File: config.mk
export PLATFORM = sky130hd
export DESIGN_NAME = sfu_psum_feeder
export DESIGN_NICKNAME = d
export VERILOG_FILES = /design/src/rtl/core_pkg.sv /design/src/rtl/sfu_pass_counter.sv /design/src/rtl/sfu_psum_feeder.sv
export SDC_FILE = /design/constraint.sdc
export NUM_CORES = 1
export LEC_CHECK = 0
export ABC_AREA = 1
export BUFFER_PORTS_ARGS = -buffer_cell sky130_fd_sc_hd__buf_2
export CAP_MARGIN = 10
export CORE_ASPECT_RATIO = 1.75
export CORE_MARGIN = 2
export CORE_UTILIZATION = 52
export DETAILED_ROUTE_END_ITERATION = 10
export HOLD_SLACK_MARGIN = 0.03
export PLACE_DENSITY_LB_ADDON = 0.3
export SETUP_SLACK_MARGIN = 0.5
export SYNTH_ARGS = -nofsm -noshare
export SYNTH_HDL_FRONTEND = slang
export SYNTH_HIERARCHICAL = 1
export SYNTH_SLANG_ARGS = --single-unit
File: constraint.sdc
create_clock -name clk -period 5 [get_ports clk]
set_clock_uncertainty 0.05 [all_clocks]
set_input_delay 0.25 -clock clk [delete_from_list [all_inputs] [get_ports clk]]
set_output_delay 0.25 -clock clk [all_outputs]
set_load 0.02 [all_outputs]
File: src/rtl/core_pkg.sv
// Shared types and widths for the SFU psum feeder slice.
package core_pkg;
  localparam int COL     = 8;
  localparam int PSUM_BW = 16;
  localparam int KIJ_BW  = 4;
  localparam int OPIX_BW = 6;

  typedef logic [PSUM_BW*COL-1:0] psum_row_t;

  typedef enum logic [1:0] {
    IDLE  = 2'd0,
    RUN   = 2'd1,
    FLUSH = 2'd2,
    DONE  = 2'd3
  } feed_state_e;
endpackage

File: src/rtl/sfu_pass_counter.sv
// Nested opix (inner) / kij (outer) counter with first/last/final position flags.
module sfu_pass_counter
  import core_pkg::*;
#(
  parameter int KW = KIJ_BW,
  parameter int PW = OPIX_BW
) (
  input  logic          clk,
  input  logic          reset,
  input  logic          en_i,
  input  logic          clr_i,
  input  logic [KW-1:0] k_i,
  input  logic [PW-1:0] p_i,
  output logic [PW-1:0] opix_o,
  output logic [KW-1:0] kij_o,
  output logic          first_o,
  output logic          last_o,
  output logic          final_o
);
  logic [PW-1:0] opix_q, opix_d;
  logic [KW-1:0] kij_q, kij_d;
  logic          opix_wrap;

  assign opix_wrap = (opix_q == p_i - PW'(1));

  always_comb begin
    opix_d = opix_q;
    kij_d  = kij_q;
    if (clr_i) begin
      opix_d = '0;
      kij_d  = '0;
    end else if (en_i) begin
      if (opix_wrap) begin
        opix_d = '0;
        kij_d  = kij_q + KW'(1);
      end else begin
        opix_d = opix_q + PW'(1);
      end
    end
  end

  always_ff @(posedge clk or negedge reset) begin
    if (!reset) begin
      opix_q <= '0;
      kij_q  <= '0;
    end else begin
      opix_q <= opix_d;
      kij_q  <= kij_d;
    end
  end

  assign opix_o  = opix_q;
  assign kij_o   = kij_q;
  assign first_o = (kij_q == '0);
  assign last_o  = (kij_q == k_i - KW'(1));
  assign final_o = last_o && opix_wrap;
endmodule

File: src/rtl/sfu_psum_feeder.sv
// Drains kij-major psum rows from the OFIFO and strobes them into the SFU with
// opix/first/last tags, two cycles after each read.
module sfu_psum_feeder
  import core_pkg::*;
#(
  parameter int col     = COL,
  parameter int psum_bw = PSUM_BW,
  parameter int kij_bw  = KIJ_BW,
  parameter int opix_bw = OPIX_BW
) (
  input  logic                   clk,
  input  logic                   reset,
  input  logic                   start,
  input  logic [kij_bw-1:0]      num_kij,
  input  logic [opix_bw-1:0]     num_opix,
  input  logic                   ofifo_valid,
  output logic                   ofifo_rd,
  input  logic [psum_bw*col-1:0] ofifo_data,
  output logic [psum_bw*col-1:0] psum_out,
  output logic                   acc_o,
  output logic [opix_bw-1:0]     opix_o,
  output logic                   first_o,
  output logic                   last_o,
  output logic                   busy,
  output logic                   done
);
  localparam int STAGES = 2;

  feed_state_e state_q, state_d;

  logic [kij_bw-1:0]      k_q;
  logic [opix_bw-1:0]     p_q;
  logic                   launch, degen;
  logic [opix_bw-1:0]     cnt_opix;
  logic [kij_bw-1:0]      cnt_kij;
  logic                   cnt_first, cnt_last, cnt_final;

  logic [STAGES:1]        vld_pipe_q;
  logic [opix_bw-1:0]     s1_opix_q, s2_opix_q;
  logic                   s1_first_q, s1_last_q, s2_first_q, s2_last_q;
  logic [psum_bw*col-1:0] psum_q;

  assign launch = (state_q == IDLE) && start;
  assign degen  = (num_kij == '0) || (num_opix == '0);

  sfu_pass_counter #(.KW(kij_bw), .PW(opix_bw)) u_cnt (
    .clk     (clk),
    .reset   (reset),
    .en_i    (ofifo_rd),
    .clr_i   (launch),
    .k_i     (k_q),
    .p_i     (p_q),
    .opix_o  (cnt_opix),
    .kij_o   (cnt_kij),
    .first_o (cnt_first),
    .last_o  (cnt_last),
    .final_o (cnt_final)
  );

  always_ff @(posedge clk or negedge reset) begin
    if (!reset) begin
      state_q <= IDLE;
      k_q     <= '0;
      p_q     <= '0;
    end else begin
      state_q <= state_d;
      if (launch) begin
        k_q <= num_kij;
        p_q <= num_opix;
      end
    end
  end

  always_comb begin
    state_d = state_q;
    case (state_q)
      IDLE:    if (start) state_d = degen ? DONE : RUN;
      RUN:     if (ofifo_rd && cnt_final) state_d = FLUSH;
      // Wait for the last word to leave stage 2 before signalling done.
      FLUSH:   if (vld_pipe_q == '0) state_d = DONE;
      DONE:    state_d = IDLE;
      default: state_d = IDLE;
    endcase
  end

  always_comb begin
    ofifo_rd = (state_q == RUN) && ofifo_valid;
    busy     = (state_q != IDLE);
    done     = (state_q == DONE);
  end

  // Stage 1 holds tags while the OFIFO returns data; stage 2 aligns both.
  always_ff @(posedge clk or negedge reset) begin
    if (!reset) begin
      vld_pipe_q <= '0;
      s1_opix_q  <= '0;
      s1_first_q <= 1'b0;
      s1_last_q  <= 1'b0;
      s2_opix_q  <= '0;
      s2_first_q <= 1'b0;
      s2_last_q  <= 1'b0;
      psum_q     <= '0;
    end else begin
      vld_pipe_q <= {vld_pipe_q[STAGES-1:1], ofifo_rd};
      if (ofifo_rd) begin
        s1_opix_q  <= cnt_opix;
        s1_first_q <= cnt_first;
        s1_last_q  <= cnt_last;
      end
      if (vld_pipe_q[1]) begin
        psum_q     <= ofifo_data;
        s2_opix_q  <= s1_opix_q;
        s2_first_q <= s1_first_q;
        s2_last_q  <= s1_last_q;
      end
    end
  end

  assign psum_out = psum_q;
  assign acc_o    = vld_pipe_q[STAGES];
  assign opix_o   = s2_opix_q;
  assign first_o  = s2_first_q;
  assign last_o   = s2_last_q;
endmodule

==> results of run 1 <==
==> sequential cells by signal (all words and copies together), names as in the netlist, 2 cells and up <==
name	count
psum_out	128
k_q	4
p_q	6
u_cnt/opix_o	6
state_q	2
u_cnt/kij_o	4
opix_o	6
vld_pipe_q	2
s1_opix_q	6
==> cell usage after synthesis (all sizes together) <==
cell	instances
a21oi	5
and2	1
buf	6
clkbuf	10
clkinv	3
dfrtp	168
ha	10
inv	28
mux2	136
nand2	106
nand3	16
nand4	3
nor2	21
nor3	2
nor3b	1
o21ai	7
xnor2	6
xor2	4
==> layer usage <==
| layer | wire length, um | global-route usage (%) | up-vias |
|---|---|---|---|
| li1 | - | - | 2604 |
| met5 | 0 | 0 | - |
| met4 | 920 | 14.0 | 0 |
| met3 | 824 | 6.22 | 66 |
| met1 | 7090 | 28.8 | 2861 |
| met2 | 11700 | 52.9 | 207 |
==> logic make-up after synthesis <==
family	count (synthesis)
AOI/OAI and AO/OA	12
adders and majority gates	10
DFF	168
and+or+nand+nor	150
xor gates and xnor gates	10
buffers and inverters	47
muxes	136
==> layout make-up <==
| type | count | area, sq um | area share, % |
|---|---|---|---|
| sequential | 168 | 4210 | 40.9 |
| tap | 174 | 218 | 2.11 |
| clock buffer | 17 | 425 | 4.13 |
| timing repair buffer | 409 | 2680 | 26.1 |
| inverter | 31 | 118 | 1.14 |
| antenna | 3 | 7.51 | 0.0729 |
| multi-input combinational | 318 | 2450 | 23.8 |
| clock inverter | 14 | 186 | 1.81 |
==> worst max-delay path by stage <==
| stage | endpoint | slack (ps) | startpoint |
|---|---|---|---|
| detailed placement | u_cnt/opix_o[5] | 2390 | state_q[0] |
| global placement | u_cnt/opix_o[5] | 2530 | state_q[0] |
| floorplan | u_cnt/opix_o[5] | 2840 | state_q[1] |
| global route | u_cnt/opix_o[5] | 2130 | state_q[0] |
| finish | u_cnt/opix_o[5] | 2360 | state_q[0] |
| CTS | u_cnt/opix_o[5] | 2370 | state_q[0] |
==> timing repair <==
action	CTS	global route
gates resized for setup	0	0
hold buffers	118	6
endpoints found under the hold margin	157	6
==> critical path, delay by kind of cell (launching register included) <==
kind          cells  cell delay [ps]
simple gates      5              970
buf+inv           3              710
flops             1              400
fa+ha+maj         1              240
xor+xnor          1              140
==> cells in the final DEF, fill, tap and decap left out, types with 2 or more instances in the layout <==
master	n
buf_2	280
dfrtp_1	167
mux2_2	134
dlygate4sd3_1	124
nand2_1	102
inv_1	24
nor2_1	17
clkbuf_16	17
nand3_1	14
ha_1	10
o21ai_0	6
inv_6	6
xnor2_1	6
a21oi_1	5
buf_4	4
inv_2	4
xor2_1	4
diode_2	3
bufinv_16	3
nor2_2	3
nand4_1	3
nand2_2	2
clkinv_1	2
mux2_1	2
clkinv_2	2
inv_8	2
nor3_1	2
nand3_2	2
nand2_4	2
==> report_power, final <==
group	leakage, nW	switching, W	internal [W]	total, W
registers	2.04	0.000422	0.00201	0.00243
clock network	0.299	0.000561	0.000801	0.00136
logic	2.81	0.00171	0.00122	0.00293
==> metrics by stage <==
step	setup WS (ps)	hold WS (ps)	instances	power, W
after floorplan	2840	-95.6	533	0.00429
after global placement	2530	129	976	0.00508
after detailed placement	2390	132	976	0.00522
after CTS	2370	31.1	1125	0.00668
after global routing	2130	31.5	1132	0.00708
final	2360	45.0	1134	0.00672
==> results list, run 1 <==
* RSZ-0062 raised after global routing: no
* Hold Startpoint: ofifo_data[56]
* Share of the cycle needed by the critical path after routing: between 50% and 60%
* Via total after detailed routing: 5,738
- First-pass GRT wire length: around 31,000 um
- Height of the die: 157 um
* Total negative setup slack: 0 ps
* Biggest cell delay along the critical path: 420 ps
- Largest cells by area after synthesis: dfrtp_1 60%, mux2_2 22%, nand2_1 5.5%
* CTS root buf: clkbuf_16
* Clock transition at the registers of the reported paths: 70 ps
* Initial DRC count: 271
- In this run the cell area measured after placement is ~0.0084 sq mm.
- The synthesized design contains about 170 register bits.
- The critical path is of the reg2reg type.
- Of the synthesized area, sequential elements account for 60.3%.
- Pin placement for this block handled 282 I/O pins.
- Worst-case hold path end point: psum_out[56]
* Average via count per standard cell: 5.06
- Setup bufs post-CTS: 0
- Number of endpoints failing setup at the final stage: 0
- Summing the areas of all compound-gate instances in the mapped netlist gives less than 1% of the synthesized area.
* Synthesis warning total: 6
- After the last flow step, the layout net total stands at approximately 1,100.
* RD Place Congestion: 0.835
- Across the VDD grid, the largest voltage drop is ~0.33 mV.
- Element type at the critical path start: flip-flop
* Number of maximum-capacitance constraint violations: 0
- CTS buffer count: 17
- The number of antenna violations at the first check in global routing is 1.
- Non-Filler Cell Area, Final: 0.0103 sq mm
* CP max FO: 13
* WHS Path Cells: 2
- Max transition margin: 44.1%
- In this run the worst hold path is classified as in2reg.
- Once detail routing completed, the nets flagged for antenna violations numbered 0.
- The floorplan step defined a die boundary enclosing 0.0144 sq mm.
* Detailed-route wire length: 20,500 um
- After layout, the minimum clock period comes to about 2600 ps.
* Startpoint of the most critical register-to-register path: state_q[0]
- On the critical path, the stage with the largest delay is an instance of clkinv_1.
- Detailed placement finished with a half-perimeter wire length of 12,900 um.
- Number of iterations in the first detailed-routing pass: 7
- Layout Area Growth over Synthesis: 47.7%
* Count of input and output buffers: about 280
- For the worst setup path, the data required time is ~5300 ps.
* Filler cell count: 773
- Number of hold violations in the final report: 0
- STA classifies the critical path endpoint as a flip-flop.
* Standard cell core area: 0.0132 sq mm
- Entering global routing, the biggest net connects 69 pins.
* Simple-gate share of the synthesized area: 9.28%
- The number of different library cells used by synthesis comes to 28.
* Number of core rows: 56
- After detailed routing, the number of remaining DRC violations is 0.
- The run finished with clean final reports.
- After synthesis, the share of cell area in mux cells is roughly 22%.
- In this run the cell area of the synthesized design comes to between 0.006 and 0.007 sq mm.
- Mapped Nets: 685
- Power per cell area: between 600 and 700 mW/mm^2
- The post-route netlist has 48.8% of its cells at a drive strength greater than 1.
- TritonCTS clock tree: built
- For this run, the total global-route usage over all layers was measured as between 20% and 30%.
- Each instance of the synthesized netlist takes up on average 13.1 sq um.
* Number of cells on the worst reg-to-reg path: 10
* DR WL/cell: 18.1 um
- Area leader, netlist: dfrtp_1
- Core occupancy in the finished layout: 77.8%
- Clock tree synthesis found a total of between 150 and 200 sinks.
- Initial Util: 52.6%
- The H-tree was split into 4 levels.
- The worst register-to-register path ends at u_cnt/opix_o[5].
- In this run the static leakage power is between 5 and 6 nW.
* Slew at the pin closest to its max-slew limit: around 840 ps
- By area, the combinational part of the netlist is dominated by multiplexers.
* Buffers from clock root to sink, at most: 2
- Xor and xnor area share after synthesis: under 10%
- The signal on the critical path passes through inv_1, ha_1, nand2_1, clkinv_1, nor2_2, clkinv_2, nand4_1, nor3_1, xor2_1, and2_4.
* Timing-limited maximum frequency: 379 MHz
- The via count of the first global-routing pass came to about 6,100.
* Top-area cell type share of the netlist area: 60.3%
- Across all register-to-register paths, the minimum setup slack is 2360 ps.
- Data arrival time of the critical path: 2890 ps
* Latest clock arrival within the worst-skew pair: 410 ps
- The final count of pins violating max slew came to 0.
* Post-Synthesis Cells: roughly 530
- The die is 91.5 um wide.
- Of the total synthesized cell area, the portion taken by full adders, half adders and majority gates is 1.79%.
- GRT overflow: 0
Note: power is estimated with default switching activity, not from simulation.
==> run 2, diff against run 1 <==
--- a/config.mk
+++ b/config.mk
@@ -10,7 +10,7 @@
 export CAP_MARGIN = 10
 export CORE_ASPECT_RATIO = 1.75
 export CORE_MARGIN = 2
-export CORE_UTILIZATION = 52
+export CORE_UTILIZATION = 48
 export DETAILED_ROUTE_END_ITERATION = 10
 export HOLD_SLACK_MARGIN = 0.03
 export PLACE_DENSITY_LB_ADDON = 0.3
==> constraint.sdc (replaced) <==
create_clock -name clk -period 2.5 [get_ports clk]
set_clock_uncertainty 0.05 [all_clocks]
set_input_delay 0.125 -clock clk [delete_from_list [all_inputs] [get_ports clk]]
set_output_delay 0.125 -clock clk [all_outputs]
set_load 0.02 [all_outputs]
==> results list, run 2 (synthesis gave the netlist of run 1 again) <==
- The static leakage power came to 5.29 nW (was 5.15 nW).
- CP max FO: 13 (unchanged)
- Maximum number of pins on one net before global-route repair: 65 (was 69)
- Total negative setup slack: 0 ps (unchanged)
* Cell with the largest stage delay on the worst path: dfrtp_1 (was clkinv_1)
* Number of maximum-capacitance constraint violations: 0 (unchanged)
- The cell total after placement came to 987 (was 976).
- Initial Util: 48.8% (was 52.6%)
- The half-perimeter wire length of the detailed placement result came to 13,700 um (was 12,900 um).
- Initial DRC count: 172 (was 271)
- Via total after detailed routing: 5,885 (was 5,738)
- The maximum level of the CTS H-tree was 4 (unchanged).
- The shortest clock period the worst path allows after layout is 1940 ps (was 2640 ps).
- Setup Crit Path Kind: reg2reg (unchanged)
- The die footprint came to 0.0155 sq mm (was 0.0144 sq mm).
- The type of the tightest min-delay check is in2reg (unchanged).
* Average via count per standard cell: 5.03 (was 5.06)
- Max rail drop VDD: 0.700 mV (was 0.326 mV)
- The flip-flop count of the largest register, all copies and words added came to 128 (unchanged).
* Tightest hold margin: 41.2 ps (was 45.0 ps)
- I/O pin cnt: 282 (unchanged)
- The count of input and output buffers came to 281 (unchanged).
* Number of iterations in the first detailed-routing pass: 6 (was 7)
* Kind of capture point of the worst setup path: flip-flop (unchanged)
- Clock transition at the registers of the reported paths: 70 ps (about the same)
- The data required time of the worst path is 2750 ps (was 5250 ps).
- Most Frequent Cell on Critical Path: clkinv_4
- Final max-slew violation count: 0 (unchanged)
* Non-Filler Cell Area, Final: 0.0106 sq mm (was 0.0103 sq mm)
- First-pass GRT wire length: 32,800 um (was 31,300 um)
- The post-placement cell area is 0.00853 sq mm (was 0.00844 sq mm).
* Crit path max-delay family: simple AND/OR/NAND/NOR gates (unchanged)
- CTS buffer count: 17 (unchanged)
- The via count of the first global-routing pass is 6,515 (was 6,116).
- The power per unit of standard cell area came to 1280 mW/mm^2 (was 653 mW/mm^2).
- The total buffers and inverters traversed by the critical path is 3 (unchanged).
- The critical path data arrival time was 2190 ps (was 2890 ps).
- The share of post-route cells with drive strength above 1 was 49.3% (was 48.8%).
- Most frequent cells in the layout: 280 x buf_2, 167 x dfrtp_1, 139 x dlygate4sd3_1, 134 x mux2_2, 102 x nand2_1 (was 280 x buf_2, 167 x dfrtp_1, 134 x mux2_2, 124 x dlygate4sd3_1, 102 x nand2_1).
- Timing-limited maximum frequency: 515 MHz (was 379 MHz)
- Number of endpoints failing setup at the final stage: 0 (unchanged)
- The number of placement rows was 58 (was 56).
* Post-Layout Cell Count: 1,170 (was 1,134)
- RSZ-0062 raised after global routing: yes (was no)
- Detailed-route wire length: 21,700 um (was 20,500 um)
- Biggest cell delay along the critical path: 400 ps (was 420 ps)
- Slew at the pin closest to its max-slew limit: 603 ps (was 839 ps)
* TritonCTS clock tree: built (unchanged)
- Outcome: completed (unchanged).
- Latest clock arrival within the worst-skew pair: 410 ps (about the same)
- The filler cell count in the final layout is 892 (was 773).
- Element type at the critical path start: flip-flop (unchanged)
- The relative slew slack came to 59.8% (was 44.1%).
* Height of the die: 163 um (was 157 um)
- CTS Sinks: 168 (unchanged)
- CP cell instances: inv_1, ha_1, nand2_4, clkinv_4, nor2_4, clkinv_4, nand4_1, nor3_2, xor2_1, and2_4 (was inv_1, ha_1, nand2_1, clkinv_1, nor2_2, clkinv_2, nand4_1, nor3_1, xor2_1, and2_4)
- Commonest non-fill, non-tap cell in the layout: buf_2 (unchanged)
- The final cycle utilization of the critical path came to 77.7% (was 52.8%).
- Number of nets at the end of the flow: 1,127 (was 1,097)
- The mean routed wirelength per cell is 18.6 um (was 18.1 um).
* Buffers from clock root to sink, at most: 2 (unchanged)
- The final antenna-violating net count is 0 (unchanged).
- All-Layer GR Usage: 28.3% (was 28.1%)
- The placeable core region is 0.0143 sq mm (was 0.0132 sq mm).
- The DRC violation count after routing is 0 (unchanged).
* Antenna violations before repair: 3 (was 1)
- GRT overflow: 0 (unchanged)
- The width of the die was 95.1 um (was 91.5 um).
- The final hold violation count was 0 (unchanged).
- RD Place Congestion: 0.821 (was 0.835)
- The cell at the root of the clock tree was clkbuf_16 (unchanged).
* Layout Area Growth over Synthesis: 52.2% (was 47.7%)
==> run 2: cell types whose count changed in the layout (fill, tap and decap cells not counted), moves of 2 or more <==
cell,change
buf_4,+11
dlygate4sd3_1,+15
bufinv_16,-2
buf_12,+4
clkinvlp_4,+3
==> run 2: area by class of cell <==
class / count / area [sq um] / area share (%)
Antenna cell: 3 / 7.51 / 0.0707
Clock buffer: 17 / 425 / 4.01
Clock inverter: 14 / 138 / 1.30
Inverter: 31 / 130 / 1.23
Multi-Input combinational cell: 318 / 2480 / 23.4
Sequential cell: 168 / 4210 / 39.6
Tap cell: 180 / 225 / 2.12
Timing Repair Buffer: 439 / 3000 / 28.2
==> run 2: what timing repair did <==
action / CTS / global route
gates resized for setup: 6 / 4
buffers inserted: 3 / 7
hold buffers: 139 / 0
hold endpoints to repair: 198 / 0
setup endpoints to repair: 4 / 8
pin swaps: 1 / 5
==> run 2: final timing paths <==
kind | startpoint | cells past startpoint | slack, ps | endpoint
max | state_q[1] | 10 | 560 | u_cnt/opix_o[5]
min reg2reg | s1_opix_q[4] | 2 | 430 | s1_opix_q[4]
min in group asynchronous | reset | 2 | 260 | psum_out[115]
min | ofifo_valid | 4 | 40 | s1_opix_q[2]
max in group asynchronous | reset | 3 | 1430 | psum_out[99]
max reg2reg | state_q[1] | 10 | 560 | u_cnt/opix_o[5]
==> run 2: power breakdown <==
part	switching, W	internal [W]
combinational	0.00352	0.00262
clock	0.00115	0.00140
sequential	0.000869	0.00401
==> run 2: tightest hold or removal path: stages <==
cell	delay (ps)
buf_2	130
nand2_4	100
nand2_1	70
nand2_1	50
==> run 2: metrics by stage <==
stage                     util (%)  setup WS, ps  total power (W)
after floorplan                  -           509          0.00857
after global placement        59.7           503           0.0103
after detailed placement      59.7           357           0.0106
after CTS                     73.7           517           0.0133
after global routing          74.2           467           0.0143
final                         74.2           557           0.0136
==> run 2: layer usage <==
metal / vias up / track usage [%] / part of all wire (%)
li1: 2665 / - / -
met1: 2820 / 26.4 / 32
met2: 287 / 52.0 / 55
met3: 113 / 6.37 / 5.6
met4: 0 / 19.9 / 6.6
met5: - / 0 / 0
